**src/rtl/pipeline_hazard_ctrl.sv**
```systemverilog
// Stall/flush controller for the 5-stage RV32I pipeline: load-use, EX redirect,
// data-memory wait and post-redirect wrong-path squash, plus two perf counters.
module pipeline_hazard_ctrl #(
    parameter int unsigned REDIRECT_EXTRA = 1,
    parameter int unsigned CNT_W          = 32
) (
    input  logic             clk,
    input  logic             rst_,
    input  logic             id_valid,
    input  logic [4:0]       id_rs1_addr,
    input  logic [4:0]       id_rs2_addr,
    input  logic             id_uses_rs1,
    input  logic             id_uses_rs2,
    input  logic             ex_valid,
    input  logic             ex_is_load,
    input  logic [4:0]       ex_rd_addr,
    input  logic             ex_redirect,
    input  logic             mem_busy,
    input  logic             cnt_clear,
    output logic             pc_stall,
    output logic             pc_redirect,
    output logic             if_id_stall,
    output logic             if_id_flush,
    output logic             id_ex_stall,
    output logic             id_ex_flush,
    output logic             ex_mem_stall,
    output logic             mem_wb_bubble,
    output logic [CNT_W-1:0] stall_cycles,
    output logic [CNT_W-1:0] flush_events
);

    localparam int unsigned SQ_W = 3;

    typedef enum logic [1:0] {
        RUN      = 2'd0,
        MEM_WAIT = 2'd1,
        SQUASH   = 2'd2
    } state_t;

    state_t          state_q, state_d;
    logic [SQ_W-1:0] squash_q, squash_d;
    logic            load_use;
    logic            redirect;

    // Hazard detection on the ID/EX register pair
    assign load_use = ex_valid & ex_is_load & (ex_rd_addr != 5'd0) & id_valid &
                      ((id_uses_rs1 & (id_rs1_addr == ex_rd_addr)) |
                       (id_uses_rs2 & (id_rs2_addr == ex_rd_addr)));
    assign redirect = ex_valid & ex_redirect;

    // State and squash counter registers
    always_ff @(posedge clk or negedge rst_) begin
        if (!rst_) begin
            state_q  <= RUN;
            squash_q <= '0;
        end else begin
            state_q  <= state_d;
            squash_q <= squash_d;
        end
    end

    // Next state and pipeline control; priority mem_busy > redirect > load-use
    always_comb begin
        state_d       = state_q;
        squash_d      = squash_q;
        pc_stall      = 1'b0;
        pc_redirect   = 1'b0;
        if_id_stall   = 1'b0;
        if_id_flush   = 1'b0;
        id_ex_stall   = 1'b0;
        id_ex_flush   = 1'b0;
        ex_mem_stall  = 1'b0;
        mem_wb_bubble = 1'b0;

        if (!rst_) begin
            // Pipeline is held empty while in reset
            state_d       = RUN;
            squash_d      = '0;
            if_id_flush   = 1'b1;
            id_ex_flush   = 1'b1;
            mem_wb_bubble = 1'b1;
        end else if (mem_busy) begin
            // Freeze everything up to MEM; squash count is held
            pc_stall      = 1'b1;
            if_id_stall   = 1'b1;
            id_ex_stall   = 1'b1;
            ex_mem_stall  = 1'b1;
            mem_wb_bubble = 1'b1;
            state_d       = MEM_WAIT;
        end else begin
            // Wrong-path squash from an earlier redirect; MEM_WAIT resumes as RUN
            case (state_q)
                SQUASH: begin
                    if_id_flush = 1'b1;
                    squash_d    = (squash_q == '0) ? '0 : squash_q - SQ_W'(1);
                    state_d     = (squash_q <= SQ_W'(1)) ? RUN : SQUASH;
                end
                default: state_d = RUN;
            endcase

            if (redirect) begin
                pc_redirect = 1'b1;
                if_id_flush = 1'b1;
                id_ex_flush = 1'b1;
                if (REDIRECT_EXTRA > 0) begin
                    state_d  = SQUASH;
                    squash_d = SQ_W'(REDIRECT_EXTRA);
                end else begin
                    state_d  = RUN;
                    squash_d = '0;
                end
            end else if (load_use) begin
                pc_stall    = 1'b1;
                if_id_stall = 1'b1;
                id_ex_flush = 1'b1;
            end
        end
    end

    // Wrapping performance counters with synchronous clear
    always_ff @(posedge clk or negedge rst_) begin
        if (!rst_) begin
            stall_cycles <= '0;
            flush_events <= '0;
        end else if (cnt_clear) begin
            stall_cycles <= '0;
            flush_events <= '0;
        end else begin
            if (pc_stall)    stall_cycles <= stall_cycles + CNT_W'(1);
            if (pc_redirect) flush_events <= flush_events + CNT_W'(1);
        end
    end

endmodule

```
**config.mk**
```make
export PLATFORM = sky130hd
export DESIGN_NAME = pipeline_hazard_ctrl
export DESIGN_NICKNAME = d
export VERILOG_FILES = /design/src/rtl/pipeline_hazard_ctrl.sv
export SDC_FILE = /design/constraint.sdc
export NUM_CORES = 1
export LEC_CHECK = 0
export CAP_MARGIN = 5
export CORE_UTILIZATION = 35
export CTS_BUF_LIST = sky130_fd_sc_hd__clkbuf_8 sky130_fd_sc_hd__clkbuf_16
export CTS_CLUSTER_SIZE = 8
export DETAILED_ROUTE_END_ITERATION = 10
export RECOVER_POWER = 100
export SETUP_SLACK_MARGIN = 0.5
export SYNTH_ARGS = -nofsm -noshare
export SYNTH_HDL_FRONTEND = slang
export SYNTH_SLANG_ARGS = --single-unit
```
**constraint.sdc**
```tcl
create_clock -name clk -period 4.15 [get_ports clk]
set_clock_uncertainty 0.15 [all_clocks]
set_input_delay 0.83 -clock clk [delete_from_list [all_inputs] [get_ports clk]]
set_output_delay 0.83 -clock clk [all_outputs]
set_load 0.05 [all_outputs]
```
**Word-level counts from Yosys, hierarchy flattened**

Cells that the tools add are included.

- Add/sub/neg operators: 3
- Order comparisons: 1
- Eq/ne operators: 5
- Mux-type cells: 31
- Bitwise gates (word level): 8
- Reductions and logical operators: 5

Operators by type and width:

| cell | number |
|---|---|
| $mux W32 | 4 |
| $add A32 B1 Y32 const B | 2 |
| $mux W1 | 17 |
| $mux W3 | 5 |
| $eq A5 B5 Y1 | 2 |
| $mux W2 | 5 |
| $and A1 B1 Y1 | 7 |
| $reduce_bool A5 Y1 | 1 |
| $reduce_bool A2 Y1 | 2 |
| $le A3 B1 Y1 const B | 1 |
| $logic_not A3 Y1 | 1 |
| $ne A3 B1 Y1 const B | 1 |
| $sub A3 B1 Y3 const B | 1 |
| $eq A2 B2 Y1 const B | 1 |
| $ne A2 B2 Y1 const B | 1 |
| $reduce_and A2 Y1 | 1 |
| $or A1 B1 Y1 | 1 |

- Bits in registers: 69
- Output and inout bits: 72

**Depth between registers and ports, before layout**

- Depth in word-level cells: 10
- Gate-level depth with buffers: 9
- Depth with buffers taken out: 6

**Least setup slack after synthesis**

No wires, ideal clock.

- Kind: input-to-output
- From: input ex_rd_addr[1]
- To: output pc_stall
- Arrival: 2.515 ns
- Path slack: 0.655 ns
- Stages on the path: 5
- Buffers on the path: 1
- Cell sequence: or4_1 o2111a_1 a31oi_2 inv_1 buf_4

- Word-level cells in the longest chain between the ends: 8
- Elaborated cells on any way between the ends: 13
- Classes of those cells: 2 x eq/ne; 4 x mux; 6 x bitwise; 1 x reduce/logical

RTL lines:

| item | line | RTL |
|---|---|---|
| from (decl) | 16 | `input logic [4:0] ex_rd_addr,` |
| $eq A5 B5 Y1 (tied with other cells) | 47 | `((id_uses_rs1 & (id_rs1_addr == ex_rd_addr)) \|` |
| $and A1 B1 Y1, on equally long branches | 47, 46, 48 |  |
| $or A1 B1 Y1 or $and A1 B1 Y1 (tied branches) | 47, 46 |  |
| $and A1 B1 Y1 * | 46 | `assign load_use = ex_valid & ex_is_load & (ex_rd_addr != 5'd0) & id_valid &` |
| $mux W1 * (4 in series) | -- |  |
| to (decl) | 20 | `output logic pc_stall,` |

Every way passes the cells marked *; elsewhere a longest branch is shown, timed or not.

**Worst setup path after layout**

- From: input ex_rd_addr[0]
- To: output if_id_stall

- Word-level cells in the longest chain between the ends: 8
- Elaborated cells on any way between the ends: 13
- Classes of those cells: 2 x eq/ne; 4 x mux; 6 x bitwise; 1 x reduce/logical

RTL lines:

| item | line | RTL |
|---|---|---|
| $eq A5 B5 Y1 (tied with other cells) | 47 |  |
| $and A1 B1 Y1, on equally long branches | 47, 46, 48 |  |
| $or A1 B1 Y1 or $and A1 B1 Y1 (tied branches) | 47, 46 |  |
| $and A1 B1 Y1 * | 46 |  |
| $mux W1 * | 112 | `end else if (load_use) begin` |
| $mux W1 * | 101 | `if (redirect) begin` |
| $mux W1 * | 82 | `end else if (mem_busy) begin` |
| $mux W1 * | 75 | `if (!rst_) begin` |
| to (decl) | 22 | `output logic if_id_stall,` |

Marked as above.

==> results.md <==
- The flow ran to the end, but the final reports show violations.
- The checks that failed: max-capacitance violations, max-slew violations.
- Counting along the longest clock path gives a buffer depth of 2.
- Global routing finished with a remaining overflow of 0.
- In the final layout, the share of cells above drive strength 1 is 0.0574.
- In this run the worst hold path is classified as input pin to async pin.
- The finished layout holds 641 standard cells, fillers aside.
- After detailed routing, the total wire length is 9600 um.
- The hold buffer count at CTS is 0.
- Across the run, the number of max-cap violations was 1.
- Routability-driven placement finished with a final weighted congestion of 0.722.
- Of the total power, the share spent switching nets is 0.248.
- The layout has 1004 filler cells.
- The number of buffers created by CTS is 9.
- The total nets after synthesis is roughly 440.
- The distinct cell type count after synthesis is 47.
- On the final layout, the worst hold slack is 233 ps.
- The number of storage elements in the synthesis netlist is 69.
- The post-synthesis sequential area ratio is 0.448.
- On the worst path, the slowest cell contributes a delay of 620 ps.
- The synthesized netlist cell count is roughly 400.
- The number of remaining DRC errors is 0.
- In this run the worst path has a maximum fanout of 4.
- Setup repair after global routing left no endpoint under its margin.
- The routed layout has 3327 vias.
- The mean instance size in the synthesized netlist is roughly 9.5 sq um.
- The signal on the critical path passes through dlygate4sd3_1 -> xnor2_1 -> nand4_1 -> o22ai_1 -> a31oi_4 -> inv_1 -> buf_4.
- Once detail routing completed, the nets flagged for antenna violations numbered 0.
- The static leakage power is 2.38 nW.
- The total I/O pin count is 97.
- In the final routed layout, each cell accounts on average for approximately 15 um.
- The share of synthesized flip-flops with an asynchronous set or reset is 1.00.
- Summed over all nets, the switching power comes to 0.336 mW.
- STA classifies the critical path startpoint as an input pin.
- Subtracting the final worst setup slack from the clock period gives 3730 ps.
- The post-detailed-route via-to-cell ratio is between 5 and 6.
- The portion of total power attributed to combinational logic is 0.090.
- The main flop type after synthesis is sky130_fd_sc_hd__dfrtp_1.
- The starting DRC count in detailed routing is 181.
- During synthesis, Yosys emitted a total of 0 warnings.
- The first global-routing pass estimated 15900 um of wire.
- The number of failing hold endpoints at the final stage is 0.
- The number of enable-type register cells in the synthesized netlist is 0.
- The number of max-slew violations in the final report is 68.
- The sort of element at the end of the critical path is an output port.
- For this design the ratio of total power to cell area is 269 nW/um^2.
- Entering global routing, the biggest net connects 68 pins.
- TritonCTS built the clock tree.
- Clock-pin slew was measured on the worst setup and hold paths at 80 ps.
- The initial utilization of the core area, before any placement, comes to 0.367.
- The maximum operating frequency is 268 MHz.
- For the worst-skew pair, the clock arrives at the later sink with an insertion delay of 340 ps.
- Among cell families on the critical path, the largest total delay comes from buffers and inverters.
- The library cell used most frequently in the layout, excluding fill and tap cells, is sky130_fd_sc_hd__dfrtp_1.
- The quantity of I/O buffers inserted on ports is 96.
- The internal power of the cells totals between 1 and 1.5 mW.
- The height of the die is 107 um.
- The cell at the root of the clock tree is sky130_fd_sc_hd__clkbuf_8.
- Of the total power, the clock network draws 0.409.
- The number of instances in the placed design is approximately 630.
- The total die area is about 11000 sq um.
- The proportion of power drawn by flip-flops and latches is 0.501.
- Setup violations remaining at the end of the flow were counted as 0.
- 0 antenna diodes ended up in the layout.
- Relative to the synthesized area, the layout overhead comes to 30.6%.
- The setup path with the least slack is of type input pin to output port.
- The cell type with the highest aggregate area in the netlist is sky130_fd_sc_hd__dfrtp_1.
- The final-stage net count is 530.
- Yosys attributes the largest share of cell area to sky130_fd_sc_hd__dfrtp_1, sky130_fd_sc_hd__nor2_1, sky130_fd_sc_hd__xor2_1.
- The global router's overall resource usage is 0.176.
- For the worst setup path, the data required time is 3170 ps.
- For this design, the sink count on the clock tree is 69.
- The number of H-tree levels is 3.
- The floorplan step defined a core boundary enclosing between 10000 and 15000 sq um.
- At the pin with the least slew margin, the transition time is 1730 ps.
- In the final timing run, aggregate negative setup slack is 0 ps.
- The fraction of post-synthesis cell area in the top cell type by area is 0.448.
- In this run the horizontal extent of the chip is 107 um.
- The slowest cell on the critical path is sky130_fd_sc_hd__dlygate4sd3_1.
- The initial antenna violation count is 0.
- Leaving out fill and tap cells, the most frequent cells in the layout are sky130_fd_sc_hd__dfrtp_1, sky130_fd_sc_hd__dlygate4sd3_1, sky130_fd_sc_hd__nor2_1.
- The post-synthesis cell area is between 3000 and 4000 sq um.
- The number of buffers and inverters on the critical path is 3.
- The post-route fraction of the period consumed by the critical path is 0.899.
- The number of setup buffers added after CTS is 0.
- The via count of the first global-routing pass is 3161.
- The number of detailed-routing iterations run before antenna repair is 4.
- In this run the tightest slew margin relative to its limit is -0.151.
- The worst IR drop on VDD is 0.000153 V.
- After floorplanning, the core was divided into 37 placement rows.
- The data arrival at the endpoint of the critical path is 2750 ps.
- Summed over all nets, the half-perimeter wirelength after detailed placement is 6670 um.
[cells in the mapped netlist (all sizes together) (2+ instances only)]
| cell type | instances |
|---|---|
| inv | 10 |
| and3 | 8 |
| o2111a | 6 |
| nor4 | 3 |
| mux2 | 14 |
| nor2b | 17 |
| and4 | 9 |
| or4 | 2 |
| o21a | 4 |
| a211oi | 3 |
| a21oi | 22 |
| o31ai | 3 |
| o21ai | 21 |
| xor2 | 19 |
| o22ai | 2 |
| buf | 12 |
| dfrtp | 69 |
| mux2i | 2 |
| nand4 | 11 |
| xnor2 | 18 |
| or3 | 17 |
| o211a | 3 |
| ha | 4 |
| nand2 | 34 |
| nor2 | 52 |
| clkbuf | 8 |
| nor3 | 7 |
| nand3 | 18 |
[cell type report]
type | count | area, sq um | area share
Inverter | 10 | 37.5 | 0.00745
Sequential cell | 69 | 1730 | 0.343
Clock inverter | 4 | 41.3 | 0.00820
Multi-Input combinational cell | 309 | 1950 | 0.387
Tap cell | 136 | 170 | 0.0338
Timing Repair Buffer | 102 | 958 | 0.190
Clock buffer | 11 | 151 | 0.0301
[metal layers]
layer | global-route usage | up-vias | share of wire
met5 | 0 | - | 0
met3 | 0.0389 | 9 | 0.053
li1 | - | 1617 | -
met4 | 0.0538 | 0 | 0.014
met2 | 0.281 | 82 | 0.46
met1 | 0.239 | 1619 | 0.48
[power by group through the flow]
stage / Combinational, mW / Clock [mW] / Sequential [mW]
final: 0.122 / 0.554 / 0.678
after global routing: 0.134 / 0.597 / 0.679
after CTS: 0.130 / 0.566 / 0.678
after detailed placement: 0.128 / 0 / 0.692
after global placement: 0.127 / 0 / 0.691
after floorplan: 0.0605 / 0 / 0.696
[metrics by stage]
stage	area, sq um	power, mW	utilization	worst slack, ps
6_report	5040	1.36	0.479	419
5_1_grt	5040	1.41	0.479	303
4_1_cts	5100	1.37	0.485	521
3_5_place_dp	4900	0.820	0.466	416
3_3_place_gp	4900	0.818	0.466	434
2_1_floorplan	3860	0.757	-	655
[worst paths after layout]
kind	from	end	slack [ps]	depth (start not counted)
worst min register to register	state_q[0]	state_q[1]	380	3
worst max register to register	stall_cycles[3]	stall_cycles[31]	1540	6
min in group clk	state_q[0]	state_q[1]	380	3
worst min-delay path	rst_	state_q[0]	230	1
max in group asynchronous	rst_	stall_cycles[25]	1620	2
worst max-delay path	ex_rd_addr[0]	if_id_stall	420	7
[worst register-to-register path, cell delays in order (launching register included)]
cell and delay, ps:
sky130_fd_sc_hd__dfrtp_1 470, sky130_fd_sc_hd__and4_1 350, sky130_fd_sc_hd__and4_1 400, sky130_fd_sc_hd__and4_1 380
sky130_fd_sc_hd__nand4_1 150, sky130_fd_sc_hd__a211oi_1 220, sky130_fd_sc_hd__mux2_1 360
[sequential cells by signal (all words and copies together), names as in the netlist]
name / cells
flush_events: 32
squash_q: 3
state_q: 2
stall_cycles: 32
[repair_timing]
item | in CTS | in global routing
setup endpoints to repair | 2 | 2
gates resized for setup | 4 | 3
pin swaps | 0 | 2
[kinds of logic after synthesis]
family | after synthesis | synth area share
mux | 16 | 0.0461
flops | 69 | 0.448
xor+xnor | 37 | 0.0840
simple gates | 183 | 0.247
buf+inv | 30 | 0.0386
fa+ha+maj | 4 | 0.0130
compound gates | 69 | 0.123
Note: power is estimated with default switching activity, not from simulation.
